[config.mk]
export PLATFORM = sky130hd
export DESIGN_NAME = vit213_sync_ctrl_flat
export DESIGN_NICKNAME = d
export VERILOG_FILES = /design/src/rtl/vit213_sync_ctrl_if.sv /design/src/rtl/vit213_sync_ctrl.sv /design/src/flat_wrapper.sv
export SDC_FILE = /design/constraint.sdc
export NUM_CORES = 1
export LEC_CHECK = 0
export ABC_AREA = 0
export CAP_MARGIN = 10
export CORE_UTILIZATION = 35
export CTS_CLUSTER_SIZE = 14
export DETAILED_ROUTE_END_ITERATION = 10
export PLACE_DENSITY = 0.67
export SLEW_MARGIN = 0
export SYNTH_ARGS = -nofsm -noshare
export SYNTH_HDL_FRONTEND = slang
export SYNTH_SLANG_ARGS = --single-unit
export TNS_END_PERCENT = 10
[constraint.sdc]
create_clock -name clock -period 5.2 [get_ports clock]
set_input_delay 1.04 -clock clock [delete_from_list [all_inputs] [get_ports clock]]
set_output_delay 1.04 -clock clock [all_outputs]
set_load 0.005 [all_outputs]
[src/rtl/vit213_sync_ctrl_if.sv]
// Handshake bundle between the Viterbi decoder datapath and its resync controller.
interface vit213_sync_ctrl_if;
    logic       sym_valid;
    logic       sync_err;
    logic       force_resync;
    logic       slip;
    logic       metric_clear;
    logic       phase;
    logic       locked;
    logic [3:0] slip_count;
    logic [1:0] state;

    modport master (
        output sym_valid, sync_err, force_resync,
        input  slip, metric_clear, phase, locked, slip_count, state
    );

    modport slave (
        input  sym_valid, sync_err, force_resync,
        output slip, metric_clear, phase, locked, slip_count, state
    );
endinterface

[src/rtl/vit213_sync_ctrl.sv]
// Lock detector and bit-pair phase slipper for the (2,1,3) Viterbi decoder.
module vit213_sync_ctrl #(
    parameter int WINDOW      = 32,
    parameter int LOCK_THRESH = 2,
    parameter int LOSS_THRESH = 6,
    parameter int SETTLE_LEN  = 16
) (
    input  logic               clock,
    input  logic               reset,
    vit213_sync_ctrl_if.slave  bus
);
    localparam logic [1:0] ACQ    = 2'b00;
    localparam logic [1:0] LOCK   = 2'b01;
    localparam logic [1:0] SLIP   = 2'b10;
    localparam logic [1:0] SETTLE = 2'b11;

    logic [1:0] state_q;
    logic [5:0] win_cnt;
    logic [5:0] err_cnt;
    logic       phase_q;
    logic [3:0] slips_q;
    logic       win_end;
    logic       settle_end;
    logic [6:0] errs;

    assign win_end    = bus.sym_valid && (win_cnt == 6'(WINDOW - 1));
    assign settle_end = bus.sym_valid && (win_cnt == 6'(SETTLE_LEN - 1));
    // Includes the error flag of the window's final symbol
    assign errs       = {1'b0, err_cnt} + {6'd0, bus.sync_err};

    always_ff @(posedge clock or posedge reset) begin
        if (reset) begin
            state_q <= ACQ;
            win_cnt <= '0;
            err_cnt <= '0;
            phase_q <= 1'b0;
            slips_q <= '0;
        end else begin
            unique case (state_q)
                ACQ, LOCK: begin
                    if (bus.force_resync) begin
                        state_q <= SLIP;
                        win_cnt <= '0;
                        err_cnt <= '0;
                    end else if (win_end) begin
                        win_cnt <= '0;
                        err_cnt <= '0;
                        if (state_q == ACQ)
                            state_q <= (errs <= 7'(LOCK_THRESH)) ? LOCK : SLIP;
                        else
                            state_q <= (errs >= 7'(LOSS_THRESH)) ? SLIP : LOCK;
                    end else if (bus.sym_valid) begin
                        win_cnt <= win_cnt + 6'd1;
                        if (bus.sync_err && err_cnt != 6'd63)
                            err_cnt <= err_cnt + 6'd1;
                    end
                end
                SLIP: begin
                    state_q <= SETTLE;
                    phase_q <= ~phase_q;
                    win_cnt <= '0;
                    err_cnt <= '0;
                    if (slips_q != 4'd15)
                        slips_q <= slips_q + 4'd1;
                end
                SETTLE: begin
                    if (bus.force_resync) begin
                        state_q <= SLIP;
                        win_cnt <= '0;
                        err_cnt <= '0;
                    end else if (settle_end) begin
                        state_q <= ACQ;
                        win_cnt <= '0;
                        err_cnt <= '0;
                    end else if (bus.sym_valid) begin
                        win_cnt <= win_cnt + 6'd1;
                    end
                end
            endcase
        end
    end

    assign bus.state        = state_q;
    assign bus.locked       = (state_q == LOCK);
    assign bus.slip         = (state_q == SLIP);
    assign bus.metric_clear = (state_q == SLIP);
    assign bus.phase        = phase_q;
    assign bus.slip_count   = slips_q;
endmodule
[src/flat_wrapper.sv]
// flat-port wrapper written by rule: the top's interface ports become plain ports
module vit213_sync_ctrl_flat 
#(
    parameter int WINDOW      = 32,
    parameter int LOCK_THRESH = 2,
    parameter int LOSS_THRESH = 6,
    parameter int SETTLE_LEN  = 16
)
  (clock, reset, bus_sym_valid, bus_sync_err, bus_force_resync, bus_slip, bus_metric_clear, bus_phase, bus_locked, bus_slip_count, bus_state);
  vit213_sync_ctrl_if bus_i ();
  input  logic clock;
  input  logic reset;
  input wire logic [$bits(bus_i.sym_valid)-1:0] bus_sym_valid;
  input wire logic [$bits(bus_i.sync_err)-1:0] bus_sync_err;
  input wire logic [$bits(bus_i.force_resync)-1:0] bus_force_resync;
  output wire logic [$bits(bus_i.slip)-1:0] bus_slip;
  output wire logic [$bits(bus_i.metric_clear)-1:0] bus_metric_clear;
  output wire logic [$bits(bus_i.phase)-1:0] bus_phase;
  output wire logic [$bits(bus_i.locked)-1:0] bus_locked;
  output wire logic [$bits(bus_i.slip_count)-1:0] bus_slip_count;
  output wire logic [$bits(bus_i.state)-1:0] bus_state;
  assign bus_i.sym_valid = bus_sym_valid;
  assign bus_i.sync_err = bus_sync_err;
  assign bus_i.force_resync = bus_force_resync;
  assign bus_slip = bus_i.slip;
  assign bus_metric_clear = bus_i.metric_clear;
  assign bus_phase = bus_i.phase;
  assign bus_locked = bus_i.locked;
  assign bus_slip_count = bus_i.slip_count;
  assign bus_state = bus_i.state;
  vit213_sync_ctrl #(.WINDOW(WINDOW), .LOCK_THRESH(LOCK_THRESH), .LOSS_THRESH(LOSS_THRESH), .SETTLE_LEN(SETTLE_LEN)) u_core (.clock(clock), .reset(reset), .bus(bus_i));
endmodule
# == Word level (Yosys, flattened, before mapping) ==
# Index checks and enable logic that the tools add are counted.
# word_totals
n_memories,0
inputBits,5
latchBits,0
reg_bits,19
mem_bits_ro,0
mem_bits_rw,0
# op_classes
addsub,4
n_lt_le_gt_ge,2
bitwise,1
n_reduce_logical,8
shifts,0
div,0
n_eq_ne,11
mul,0
mux,21
# op_table
op,count
6-bit two-way mux,11
6-bit case mux with 3 select lines,2
2-bit two-way mux,7
6-bit by 1-bit adder with 6-bit output (second input constant),2
6-bit by 1-bit adder with 7-bit output,1
7-bit by 3-bit greater-or-equal comparator with 1-bit output (second input constant),1
7-bit by 2-bit <= comparator with 1-bit output (second input constant),1
6-bit by 4-bit == test with 1-bit output (second input constant),1
6-bit by 5-bit == test with 1-bit output (second input constant),1
3-bit by 2-bit inequality test with 1-bit output (second input constant),2
6-bit inequality test (second input constant),1
2-bit case mux with 3 select lines,1
4-bit by 1-bit adder with 4-bit output (second input constant),1
2-bit == test (second input constant),2
4-bit by 2-bit inequality test with 1-bit output (second input constant),1
4-bit by 3-bit inequality test with 1-bit output (second input constant),1
4-bit inequality test (second input constant),1
2-bit AND reduction,2
1-bit logical AND,3
3-bit AND reduction,1
2-bit by 1-bit == test with 1-bit output (second input constant),1
2-bit zero test,1
2-bit OR reduction,1
1-bit NOT,1

# == Longest topological paths before layout ==
# Gate-level depths: netlist of the first run.
# depth
depth_word,7
mapped_depth,8
depth_no_buf,6

# == Worst setup path before layout of the first run ==
# No wires, ideal clock.
# synth_timing
path_kind,input to register
startpoint,in bus_sym_valid
endpoint,reg u_core.err_cnt[4]
setup_slack_ns,2.589
setup_time_ns,0.066
n_path_buf,2
t_required_ns,5.134
arrival_time_ns,2.545
cell_stages,7
path_cell_list,buf_6 and4_4 a311o_2 o31a_1 buf_6 or4_1 nand2_1
# synth_between
elab_chain_cells,4
# synth_lines
element,line,text
"start, declared",flat_wrapper.sv:13,input wire logic [$bits(bus_i.sym_valid)-1:0] bus_sym_valid;
1-bit logical AND,vit213_sync_ctrl.sv:26,assign win_end = bus.sym_valid && (win_cnt == 6'(WINDOW - 1));
6-bit two-way mux,vit213_sync_ctrl.sv:45,end else if (win_end) begin
6-bit two-way mux,vit213_sync_ctrl.sv:41,if (bus.force_resync) begin
6-bit case mux with 3 select lines,vit213_sync_ctrl.sv:39,unique case (state_q)
"end signal, assigned",vit213_sync_ctrl.sv:55,err_cnt <= err_cnt + 6'd1;
"end, declared",vit213_sync_ctrl.sv:19,logic [5:0] err_cnt;
# Several ways; a longest one is shown, not always the timed one.
# A chain may end at the register's enable or synchronous reset.

# == Final worst setup path of the first run ==
# layout_timing
startpoint,"reg u_core.state_q[1], in the netlist u_core.bus.state[1]"
endpoint,out bus_metric_clear
# layout_between
elab_chain_cells,1
# layout_lines
element,line,text
"start, declared",vit213_sync_ctrl.sv:17,logic [1:0] state_q;
"start signal, assigned",vit213_sync_ctrl.sv:49,state_q <= (errs <= 7'(LOCK_THRESH)) ? LOCK : SLIP;
"start signal, assigned",vit213_sync_ctrl.sv:51,state_q <= (errs >= 7'(LOSS_THRESH)) ? SLIP : LOCK;
2-bit == test,vit213_sync_ctrl.sv:86,assign bus.metric_clear = (state_q == SLIP);
"end, declared",flat_wrapper.sv:17,output wire logic [$bits(bus_i.metric_clear)-1:0] bus_metric_clear;
# No other way between the ends.

==> flow_summary.toml, run 1 <==
[die]
design.core.area_mm2 = 0.003078
dieArea_mm2 = 0.003485
row_count = 20
start_util_pct = 36.99
die_height_um = 59.04
io_pins = 15
die_w_um = 59.04

[cts]
post-cts-setup-buffers = 0
cts_buffers = 3
cts_max_level = 1
clk_path_buf_depth = 2
cts_root_buffer = "clkbuf_4"
cts.clk_slew.worst_paths_ns = 0.13
clock-sinks = 19
insertion_delay_ns = 0.32
cts-resized-gates = 0
cts_tree = "yes"
cts_hold_buf = 0

[finish]
antennaDiodeCount = 0
multi_input_area_um2 = 586.8
seqCellArea_um2 = 475.5
syn_to_final_growth_pct = 14.83
drive_above_1_share_pct = 7.752
postLayoutCellArea_mm2 = 0.001308
nets = 141
fillers = 296

[route]
wire_per_inst_um = 12.81
drcViolationCount = 0
vias = 887
firstDrtPassIters = 4
vias_per_cell = 5.127
detail-route-antenna-nets = 0
drtIter0Drc = 32
wl_um = 2216

[critical_path]
cp-start-kind = "flip-flop"
crit_buf_inv = 1
crit_fanout = 12
critical_path.endpoint_type = "output port"
cp_cell_sequence = "nor2b_1, clkdlybuf4s50_1"
arrival_ns = 2.16
crit_path_top_delay_cell = "nor2b_1"
crit_family = "simple AND/OR/NAND/NOR gates"
critical-path-max-stage-delay_ns = 0.63
crit_required_ns = 4.16
crit_type = "flip-flop to output port"

[timing]
setup_viol = 0
hold_violations = 0
period_share_pct = 61.46
tns_ns = 0
finalCriticalPeriod_ns = 3.196
rsz0062_at_grt = "false"
finalMaxSlewViolations = 0
max_freq_mhz = 312.9
skew_ns = 0.01886
worst_pin_slew_ns = 0.7311
slew_headroom_pct = 51.26

[synthesis]
ys_seq_elements = 19
synthFlopType = "dfrtp_1"
synth_edf_count = 0
synth_top_cell_by_area = "dfrtp_1"
yosysSeqAreaShare_pct = 41.76
synth_top_area_share_pct = 41.76
syn-num-nets = 130
yosysMostFrequentCell = "dfrtp_1"
synth_common_cells = "19 x dfrtp_1, 12 x nand2_1, 7 x a21oi_1"
netlist_area_mm2 = 0.001139
ys_types = 40
yosysWarnings = 0
async_flop_share_pct = 100.0
syn_avg_cell_area_um2 = 9.568
synthCells = 119
synthTopCellsByArea = "dfrtp_1 42%, ha_1 6.6%, nand2_1 4.0%"

[global_routing]
overflow = 0
track_usage_pct = 14.63
grt_pass1_wl_um = 3788
grt_max_degree = 20
grt_pass1_vias = 839
antenna_found_initial = 0

[power]
power.total_mw = 0.5167
ir_drop_mv = 0.2086
power.density_mw_per_mm2 = 395.2
power.leakage_nw = 0.5627

[placed_design]
post-dp-hpwl_um = 1605
placed_cell_area_mm2 = 0.001280
portBuffers = 14
gp_congestion = 0.8238

[flow_run]
drv_cap = 0

[run_status]
status = "completed"

[min_path]
hold_class = "flip-flop to flip-flop"
## report_power, final
| group | switching [mW] | leakage, nW | total, mW | internal [mW] |
|---|---|---|---|---|
| Combinational | 0.0963 | 0.300 | 0.215 | 0.119 |
| Clock | 0.0500 | 0.0177 | 0.0788 | 0.0288 |
| Sequential | 0.0427 | 0.245 | 0.223 | 0.180 |
| Total | 0.189 | 0.563 | 0.517 | 0.328 |
## worst paths after layout
kind / start / to / slack, ns / cells after the start
max in group asynchronous: reset / u_core.win_cnt[2]$_DFF_PP0_ / 3.61 / 2
setup / recovery: u_core.bus.state[1]$_DFFE_PP0P_ / bus_metric_clear / 2.00 / 2
hold / removal: u_core.bus.phase$_DFFE_PP0P_ / u_core.bus.phase$_DFFE_PP0P_ / 0.47 / 1
setup reg to reg: u_core.bus.state[1]$_DFFE_PP0P_ / u_core.err_cnt[3]$_DFFE_PP0P_ / 2.90 / 5
min in group asynchronous: reset / u_core.win_cnt[4]$_DFF_PP0_ / 1.12 / 2
hold reg to reg: u_core.bus.phase$_DFFE_PP0P_ / u_core.bus.phase$_DFFE_PP0P_ / 0.47 / 1
## final cells by class
type,count,share of cell area [%]
clock buffers,3,1.722
clock inverters,1,0.3828
inverters,6,1.722
multi-input cells,86,44.88
flip-flops and latches,19,36.36
well taps,44,4.211
repair buffers,14,10.72
## cells by family (layout without fill, tap and decap cells)
kind of cell	count (synthesis)	count (layout)	share of synthesized area (%)
buffers and inverters	14	24	6.703
adders and majority gates	6	6	6.593
DFF	19	19	41.76
and+or+nand+nor	43	43	20.44
muxes	3	3	2.747
xor gates and xnor gates	8	8	6.153
AOI/OAI and AO/OA	26	26	15.60
## flip-flops by register name, summed over array words and instances (netlist names)
name and cells:
u_core.bus.state 2, u_core.bus.slip_count 4, u_core.win_cnt 6, u_core.bus.phase 1
u_core.err_cnt 6
## cell usage in the layout (no fill, tap or decap), drive strengths merged, types with 2 or more instances in the layout
cell type	netlist	layout
a21oi	7	7
and3	2	2
and4	2	2
clkbuf	1	3
clkdlybuf4s50	0	14
dfrtp	19	19
ha	6	6
inv	6	6
mux2i	2	2
nand2	12	12
nand3	4	4
nand4	3	3
nor2	6	6
nor2b	3	3
nor3	2	2
o211ai	2	2
o21ai	6	6
o31ai	2	2
or3	3	3
or4	2	2
xnor2	4	4
xor2	4	4
## through the flow
stage | hold WS, ns | util [%] | instances | setup slack (ns)
floorplan | 0.4647 | - | 119 | 2.589
global placement | 0.4596 | 41.59 | 169 | 2.017
global route | 0.4941 | 42.48 | 173 | 1.861
detailed placement | 0.4625 | 41.59 | 169 | 1.934
CTS | 0.4811 | 42.48 | 173 | 2.011
finish | 0.4747 | 42.48 | 173 | 2.004
## metal layers
| layer | global-route usage (%) | vias to the layer above | part of all wire [%] |
|---|---|---|---|
| li1 | - | 449 | - |
| met1 | 19.58 | 417 | 47 |
| met2 | 22.73 | 17 | 49 |
| met3 | 4.585 | 4 | 3.8 |
| met4 | 4.422 | 0 | 0.81 |
| met5 | 0 | - | 0 |
No activity file was read; power rests on OpenSTA's default activity.
==> run 2, diff against run 1 <==
==> constraint.sdc (replaced) <==
create_clock -name clock -period 3.16 [get_ports clock]
set_input_delay 0.632 -clock clock [delete_from_list [all_inputs] [get_ports clock]]
set_output_delay 0.632 -clock clock [all_outputs]
set_load 0.005 [all_outputs]
==> flow_summary.toml, run 2 (synthesis results as in run 1) <==
[cts]
cts_tree = "yes"
cts.clk_slew.worst_paths_ns = 0.10
cts_buffers = 3
cts_max_level = 1
cts-resized-gates = 0
cts_hold_buf = 0
clk_path_buf_depth = 2
clock-sinks = 19
post-cts-setup-buffers = 0
insertion_delay_ns = 0.29
cts_root_buffer = "clkbuf_4"

[placed_design]
portBuffers = 14
post-dp-hpwl_um = 1700
gp_congestion = 0.7808

[critical_path]
crit_required_ns = 3.40
crit_fanout = 10
cp-start-kind = "primary input"
crit_type = "primary input to flip-flop"
worstReg2RegStart = "u_core.win_cnt[0]$_DFF_PP0_"
ff2ff_setup_slack_ns = 0.97
startpoint = "bus_sym_valid"
r2r_end = "u_core.err_cnt[4]$_DFFE_PP0P_"
critical_path.endpoint_type = "flip-flop"
reg2regPathDepth = 6
cp-endpoint = "u_core.err_cnt[4]$_DFFE_PP0P_"
arrival_ns = 2.73

[die]
row_count = 20
io_pins = 15
start_util_pct = 36.99
die_height_um = 59.04
die_w_um = 59.04
design.core.area_mm2 = 0.003078
dieArea_mm2 = 0.003485

[route]
drcViolationCount = 0
vias_per_cell = 5.251
wire_per_inst_um = 12.98
drtIter0Drc = 15
firstDrtPassIters = 4
detail-route-antenna-nets = 0
wl_um = 2271
vias = 919

[timing]
tns_ns = 0
holdWs_ns = 0.4723
finalCriticalPeriod_ns = 2.492
period_share_pct = 78.87
max_freq_mhz = 401.3
finalMaxSlewViolations = 0
rsz0062_at_grt = "false"
slew_headroom_pct = 52.58
setup_viol = 0
skew_ns = 0.003680
worst_pin_slew_ns = 0.7105
hold_violations = 0

[finish]
nets = 143
final_cell_mix = "19 x dfrtp_1, 14 x clkdlybuf4s50_1, 12 x nand2_1"
syn_to_final_growth_pct = 16.15
antennaDiodeCount = 0
layout_commonest_cell = "dfrtp_1"
drive_above_1_share_pct = 9.160

[global_routing]
grt_pass1_vias = 885
grt_max_degree = 20
grt_pass1_wl_um = 3919
overflow = 0
antenna_found_initial = 0
track_usage_pct = 15.15

[power]
ir_drop_mv = 0.3299
power.leakage_nw = 0.5727
power.density_mw_per_mm2 = 654.6

[flow_run]
drv_cap = 0

[min_path]
hold_class = "flip-flop to flip-flop"

[run_status]
status = "completed"
-- run 2: worst min-delay path by stage --
stage                                  from                      endpoint  slack (ns)  depth (start not counted)
2_1_floorplan  u_core.bus.phase$_DFFE_PP0P_  u_core.bus.phase$_DFFE_PP0P_        0.46                          1
3_3_place_gp   u_core.bus.phase$_DFFE_PP0P_  u_core.bus.phase$_DFFE_PP0P_        0.46                          1
3_5_place_dp   u_core.bus.phase$_DFFE_PP0P_  u_core.bus.phase$_DFFE_PP0P_        0.46                          1
4_1_cts        u_core.bus.phase$_DFFE_PP0P_  u_core.bus.phase$_DFFE_PP0P_        0.48                          1
5_1_grt        u_core.bus.phase$_DFFE_PP0P_  u_core.bus.phase$_DFFE_PP0P_        0.51                          1
6_report       u_core.bus.phase$_DFFE_PP0P_  u_core.bus.phase$_DFFE_PP0P_        0.47                          1
-- run 2: metal layers --
layer / vias up / part of all wire, % / GRT usage [%]
li1: 457 / - / -
met1: 440 / 46 / 19.19
met2: 16 / 49 / 24.19
met3: 6 / 2.3 / 2.838
met4: 0 / 2.3 / 8.844
met5: - / 0 / 0
-- run 2: through the flow --
step | setup WS, ns | instances | total power, mW | instance area [um^2] | utilization (%)
2_1_floorplan | 0.9566 | 119 | 0.5821 | 1139 | -
3_3_place_gp | 0.4459 | 171 | 0.7290 | 1295 | 42.07
3_5_place_dp | 0.3606 | 171 | 0.7487 | 1295 | 42.07
4_1_cts | 0.6811 | 175 | 0.8703 | 1323 | 42.97
5_1_grt | 0.5383 | 175 | 0.9302 | 1323 | 42.97
6_report | 0.6678 | 175 | 0.8658 | 1323 | 42.97
-- run 2: power breakdown --
group | switching, mW | leakage [nW] | internal [mW] | total, mW
registers | 0.0754 | 0.245 | 0.296 | 0.372
logic | 0.162 | 0.310 | 0.210 | 0.372
clock network | 0.0749 | 0.0177 | 0.0471 | 0.122
-- run 2: final cells by class --
type,instances,area [um^2]
well taps,44,55.05
fillers,306,1755
inverters,6,22.52
flip-flops and latches,19,475.5
clock inverters,1,5.005
repair buffers,16,155.1
clock buffers,3,22.52
multi-input cells,86,586.8
-- run 2: worst max-delay path: stages --
cell,delay [ns]
clkdlybuf4s50_1,0.54
and4_4,0.29
a311o_2,0.42
o31a_1,0.24
or4_1,0.54
nand2_1,0.08
==> RTL change 1 (config.mk and constraints of run 2) <==
One comparison of `win_cnt` changes from == to >=.
--- a/src/rtl/vit213_sync_ctrl.sv
+++ b/src/rtl/vit213_sync_ctrl.sv
@@ -25,5 +25,5 @@
 
     assign win_end    = bus.sym_valid && (win_cnt == 6'(WINDOW - 1));
-    assign settle_end = bus.sym_valid && (win_cnt == 6'(SETTLE_LEN - 1));
+    assign settle_end = bus.sym_valid && (win_cnt >= 6'(SETTLE_LEN - 1));
     // Includes the error flag of the window's final symbol
     assign errs       = {1'b0, err_cnt} + {6'd0, bus.sync_err};
Function: no difference found for any inputs over 10 cycles, from zero or initial values and one cycle with reset high; that may be too few to reach the edited logic, so the function may still have changed.
==> RTL change 1 against run 2 <==
- worst setup slack improved by 170 ps
- power rose by 6.6%
- fmax rose by 7.2%
- design area fell by 3.0%
- wire length fell by 4.7%
- synthesized area fell by 3.0%
- synthesized cell count did not move
- sequential cell count did not move
- critical path type is now flop to primary output
==> RTL change 1: results (changes against run 2) <==
[logic_synthesis]
yosys-top-cells-area = dfrtp_1, ha_1, a21oi_1  ; was dfrtp_1, ha_1, nand2_1
syn-num-nets = 129  ; was 130
ys_async_sr_fraction_pct = 100  ; unchanged
syn_inst = 119  ; unchanged
yosys_warnings = 0  ; unchanged
synth_common_cells = dfrtp_1, nor2_1, a21oi_1, o21ai_0, nand2_1  ; was dfrtp_1, nand2_1, a21oi_1
synth-seq-area-share_pct = 43.0  ; was 41.8%
yosys_most_used_dff = dfrtp_1  ; unchanged
synth.distinct_cells = 32  ; was 40

[routing]
wl_per_cell_um = 12.4  ; was 13.0 um
dr.pass1.iters = 4  ; unchanged
vias_per_cell = 5.23  ; was 5.25
drtIter0Drc = 52  ; was 15
drt_wl_total_um = 2160  ; was 2270 um

[run_status]
status = finished clean  ; unchanged

[place]
placed_cells = 171  ; unchanged
post-dp-hpwl_um = 1630  ; was 1700 um
preCtsSetupSlack_ps = 530  ; was 361 ps
io_buffers = 14  ; unchanged
finalWeightedCongestion = 0.819  ; was 0.781

[grt]
grt_pass1_wl_um = 3770  ; was 3920 um
grt_max_degree = 20  ; unchanged
grt-ovfl-total = 0  ; unchanged
antenna_found_initial = 0  ; unchanged
grt_pass1_vias = 887  ; was 885
grtUsageTotal_pct = 14.7  ; was 15.2%

[clock_tree]
cts_buffers = 3  ; unchanged
clk_path_buf_depth = 2  ; unchanged
cts-root-buf = clkbuf_4  ; unchanged
cts_resized = 0  ; unchanged
h-tree-depth = 1  ; unchanged
clock_latency_ps = 300
path_clk_slew_ps = 110
postCtsSetupBuffers = 0  ; unchanged

[timing]
slew_headroom_pct = 53.0  ; was 52.6%
skew_ps = 4.14  ; was 3.68 ps
maxSlewViolCount = 0  ; unchanged

[cells_and_area]
drive_gt1_share_pct = 5.34  ; was 9.16%
diodes = 0  ; unchanged
finalNetCount = 142  ; was 143

[power_and_ir_drop]
p_switching_mw = 0.342  ; was 0.313 mW
comb_power_share_pct = 44.4  ; was 43.0%
seqPwrFrac_pct = 42.2  ; was 43.0%
vdd_drop_max_mv = 0.189  ; was 0.330 mV
power_leakage_nw = 0.532  ; was 0.573 nW

[worst_hold_path]
hold_path.class = flop to flop  ; unchanged

[worst_setup_path]
critPathArrivalTime_ps = 1690  ; was 2730 ps
crit_fanout = 11  ; was 10

[RTL change 1: cell families after synthesis]
kind of cell | Yosys count | synth area share (%)
buffers and inverters | 11 | 6.11
flip-flops | 19 | 43.0
adder cells (fa/ha/maj) | 5 | 5.66
XOR/XNOR | 8 | 6.34
AO/OA/AOI/OAI | 26 | 13.6
AND/OR/NAND/NOR | 48 | 23.3
multiplexers | 2 | 1.93
[RTL change 1: cell type report]
| cell class | count | area, um^2 |
|---|---|---|
| fillers | 304 | 1750 |
| multi-input cells | 89 | 562 |
| flip-flops and latches | 19 | 475 |
| repair buffers | 15 | 148 |
| well taps | 44 | 55.1 |
| clock buffers | 3 | 22.5 |
| inverters | 4 | 15.0 |
| clock inverters | 1 | 5.00 |
[RTL change 1: per-layer routing]
metal	routed length, um	global-route usage, %	vias to the layer above	share of wire, %
li1	-	-	449	-
met1	1010	19.0	449	47
met2	1060	23.2	15	49
met3	60	1.34	2	2.8
met4	27	10.5	0	1.2
met5	0	0	-	0
[RTL change 1: stage by stage]
stage	area [um^2]	total power, mW
floorplan	1100	0.637
finish	1280	0.923
global route	1280	0.995
global placement	1250	0.786
CTS	1280	0.930
detailed placement	1250	0.804
[RTL change 1: path summary, 6_finish.rpt]
path,startpoint,endpoint,slack (ps),depth (start not counted)
min reg2reg,u_core.bus.phase,u_core.bus.phase,480,1
max reg2reg,u_core.err_cnt[1],u_core.err_cnt[5],1090,6
min,u_core.bus.phase,u_core.bus.phase,480,1
max,u_core.bus.state[1],bus_slip,840,3
max in group asynchronous,reset,u_core.bus.state[1],1990,2
min in group asynchronous,reset,u_core.err_cnt[0],730,2
[RTL change 1: worst max-delay path, stage by stage (launching register included)]
cell,delay [ps]
dfrtp_1,550
nor2b_1,170
buf_4,170
clkdlybuf4s50_1,510
==> RTL change 2 (flow settings as in run 2) <==
Made on the original files. `WINDOW` is set to 32 in 2 places; all go to 31.
--- a/src/rtl/vit213_sync_ctrl.sv
+++ b/src/rtl/vit213_sync_ctrl.sv
@@ -1,5 +1,5 @@
 // Lock detector and bit-pair phase slipper for the (2,1,3) Viterbi decoder.
 module vit213_sync_ctrl #(
-    parameter int WINDOW      = 32,
+    parameter int WINDOW      = 31,
     parameter int LOCK_THRESH = 2,
     parameter int LOSS_THRESH = 6,
--- a/src/flat_wrapper.sv
+++ b/src/flat_wrapper.sv
@@ -2,5 +2,5 @@
 module vit213_sync_ctrl_flat 
 #(
-    parameter int WINDOW      = 32,
+    parameter int WINDOW      = 31,
     parameter int LOCK_THRESH = 2,
     parameter int LOSS_THRESH = 6,
Formal check against the unedited RTL: no difference found for any inputs over 10 cycles, from zero or initial values and one cycle with reset high; that may be too few to reach the edited logic, so the function may still have changed.
==> RTL change 2 against run 2 <==
- synthesized area up 0.55%
- power up 8.5%
- die area up 0.53%
- worst setup slack better by 53 ps
- wire length down 12%
- sequential cell count unchanged
- clock skew up 0.81 ps
- count of clock-buffer cells in the layout up 1
- largest cell class unchanged
- critical endpoint is now u_core.win_cnt[1]
- design area up 0.28%
- clock power about the same
- non-clock buffer count down 1
- fmax up 2.2%
- register-to-register slack better by 40 ps
==> RTL change 2: results (changes against run 2) <==
[run_status]
status = finished clean  ; unchanged

[logic_synthesis]
syn-num-nets = 123  ; was 130
syn_inst = 111  ; was 119
synth.distinct_cells = 34  ; was 40
synth_top_area_share_pct = 41.5  ; was 41.8%
yosys_warnings = 0  ; unchanged
synth-seq-area-share_pct = 41.5  ; was 41.8%
yosys_most_used_dff = dfrtp_1  ; unchanged
yosys-top-cells-area = dfrtp_1, ha_1, mux2i_1  ; was dfrtp_1, ha_1, nand2_1
synth_common_cells = dfrtp_1, nand2_1, ha_1, mux2i_1, nor2_1  ; was dfrtp_1, nand2_1, a21oi_1

[grt]
grt_max_degree = 20  ; unchanged
grt_pass1_wl_um = 3470  ; was 3920 um
grt_pass1_vias = 791  ; was 885
antenna_found_initial = 0  ; unchanged
grtUsageTotal_pct = 13.5  ; was 15.2%

[place]
finalWeightedCongestion = 0.798  ; was 0.781
preCtsSetupSlack_ps = 433  ; was 361 ps
placed_cells = 165  ; was 171
post-dp-hpwl_um = 1490  ; was 1700 um
placed_cell_area_mm2 = 0.00130  ; was 0.00129 mm^2

[routing]
drtIter0Drc = 9  ; was 15
wl_per_cell_um = 11.8  ; was 13.0 um
via_count = 856  ; was 919
vias_per_cell = 5.07  ; was 5.25
dr.pass1.iters = 3  ; was 4

[timing]
timing.final.crit_period_ps = 2440  ; was 2490 ps
holdWs_ps = 478  ; was 472 ps
worst_slew_pin_slew_ps = 742  ; was 710 ps
skew_ps = 4.49  ; was 3.68 ps

[cells_and_area]
finalNetCount = 138  ; was 143
fill_cells = 294  ; was 306
drive_gt1_share_pct = 7.20  ; was 9.16%
diodes = 0  ; unchanged

[clock_tree]
path_clk_slew_ps = 100  ; about the same
h-tree-depth = 1  ; unchanged
cts-root-buf = clkbuf_4  ; unchanged
cts_resized = 0  ; unchanged
clock_latency_ps = 300
postCtsSetupBuffers = 0  ; unchanged

[worst_setup_path]
endpoint = u_core.win_cnt[1]  ; was u_core.err_cnt[4]
ff2ff_setup_slack_ps = 1010  ; was 970 ps
r2r_start = u_core.win_cnt[0]  ; unchanged
critPathArrivalTime_ps = 2640  ; was 2730 ps
crit_fanout = 18  ; was 10

[power_and_ir_drop]
vdd_drop_max_mv = 0.293  ; was 0.330 mV
power_leakage_nw = 0.542  ; was 0.573 nW

==> RTL change 2: cell types whose count changed after synthesis, sizes merged, moves of 3 or more <==
cell / before / now
o21bai: 0 / 4
or3: 3 / 0
buf: 7 / 3
a211oi: 1 / 5
nand2: 12 / 8
mux2i: 2 / 7
==> RTL change 2: power breakdown <==
part / leakage (nW) / internal (mW) / switching [mW]
Sequential: 0.245 / 0.306 / 0.0811
Combinational: 0.283 / 0.243 / 0.187
Clock: 0.0150 / 0.0492 / 0.0727
Total: 0.542 / 0.599 / 0.341
==> RTL change 2: how the worst min path moves through the flow <==
| stage | from | to | depth (start not counted) |
|---|---|---|---|
| 6_report | u_core.bus.phase | u_core.bus.phase | 1 |
| 5_1_grt | u_core.bus.phase | u_core.bus.phase | 1 |
| 4_1_cts | u_core.bus.phase | u_core.bus.phase | 1 |
| 3_5_place_dp | u_core.bus.phase | u_core.bus.phase | 1 |
| 3_3_place_gp | u_core.bus.phase | u_core.bus.phase | 1 |
| 2_1_floorplan | u_core.bus.phase | u_core.bus.phase | 1 |
==> RTL change 2: logic make-up after synthesis <==
kind of cell / count (synthesis) / synth area share (%)
XOR/XNOR: 8 / 6.12
buffers and inverters: 11 / 6.12
AO/OA/AOI/OAI: 25 / 16.5
multiplexers: 8 / 7.10
AND/OR/NAND/NOR: 33 / 15.0
flip-flops: 19 / 41.5
adder cells (fa/ha/maj): 7 / 7.65
==> RTL change 2: per-layer routing <==
metal | share of wire (%) | global-route usage [%]
met2 | 46 | 21.3
met1 | 48 | 16.9
met3 | 3.6 | 3.93
met4 | 1.9 | 6.12
met5 | 0 | 0
==> RTL change 2: area by class of cell <==
| cell class | instances | area (um^2) | share of cell area [%] |
|---|---|---|---|
| clock buffers | 4 | 26.3 | 1.98 |
| inverters | 6 | 22.5 | 1.70 |
| multi-input cells | 81 | 599 | 45.2 |
| flip-flops and latches | 19 | 475 | 35.8 |
| well taps | 44 | 55.1 | 4.15 |
| repair buffers | 15 | 148 | 11.1 |
==> RTL change 2: critical path, stage by stage <==
cell,delay [ps]
clkdlybuf4s50_1,550
and4b_4,280
a311oi_4,690
nor2_2,190
a211oi_1,290
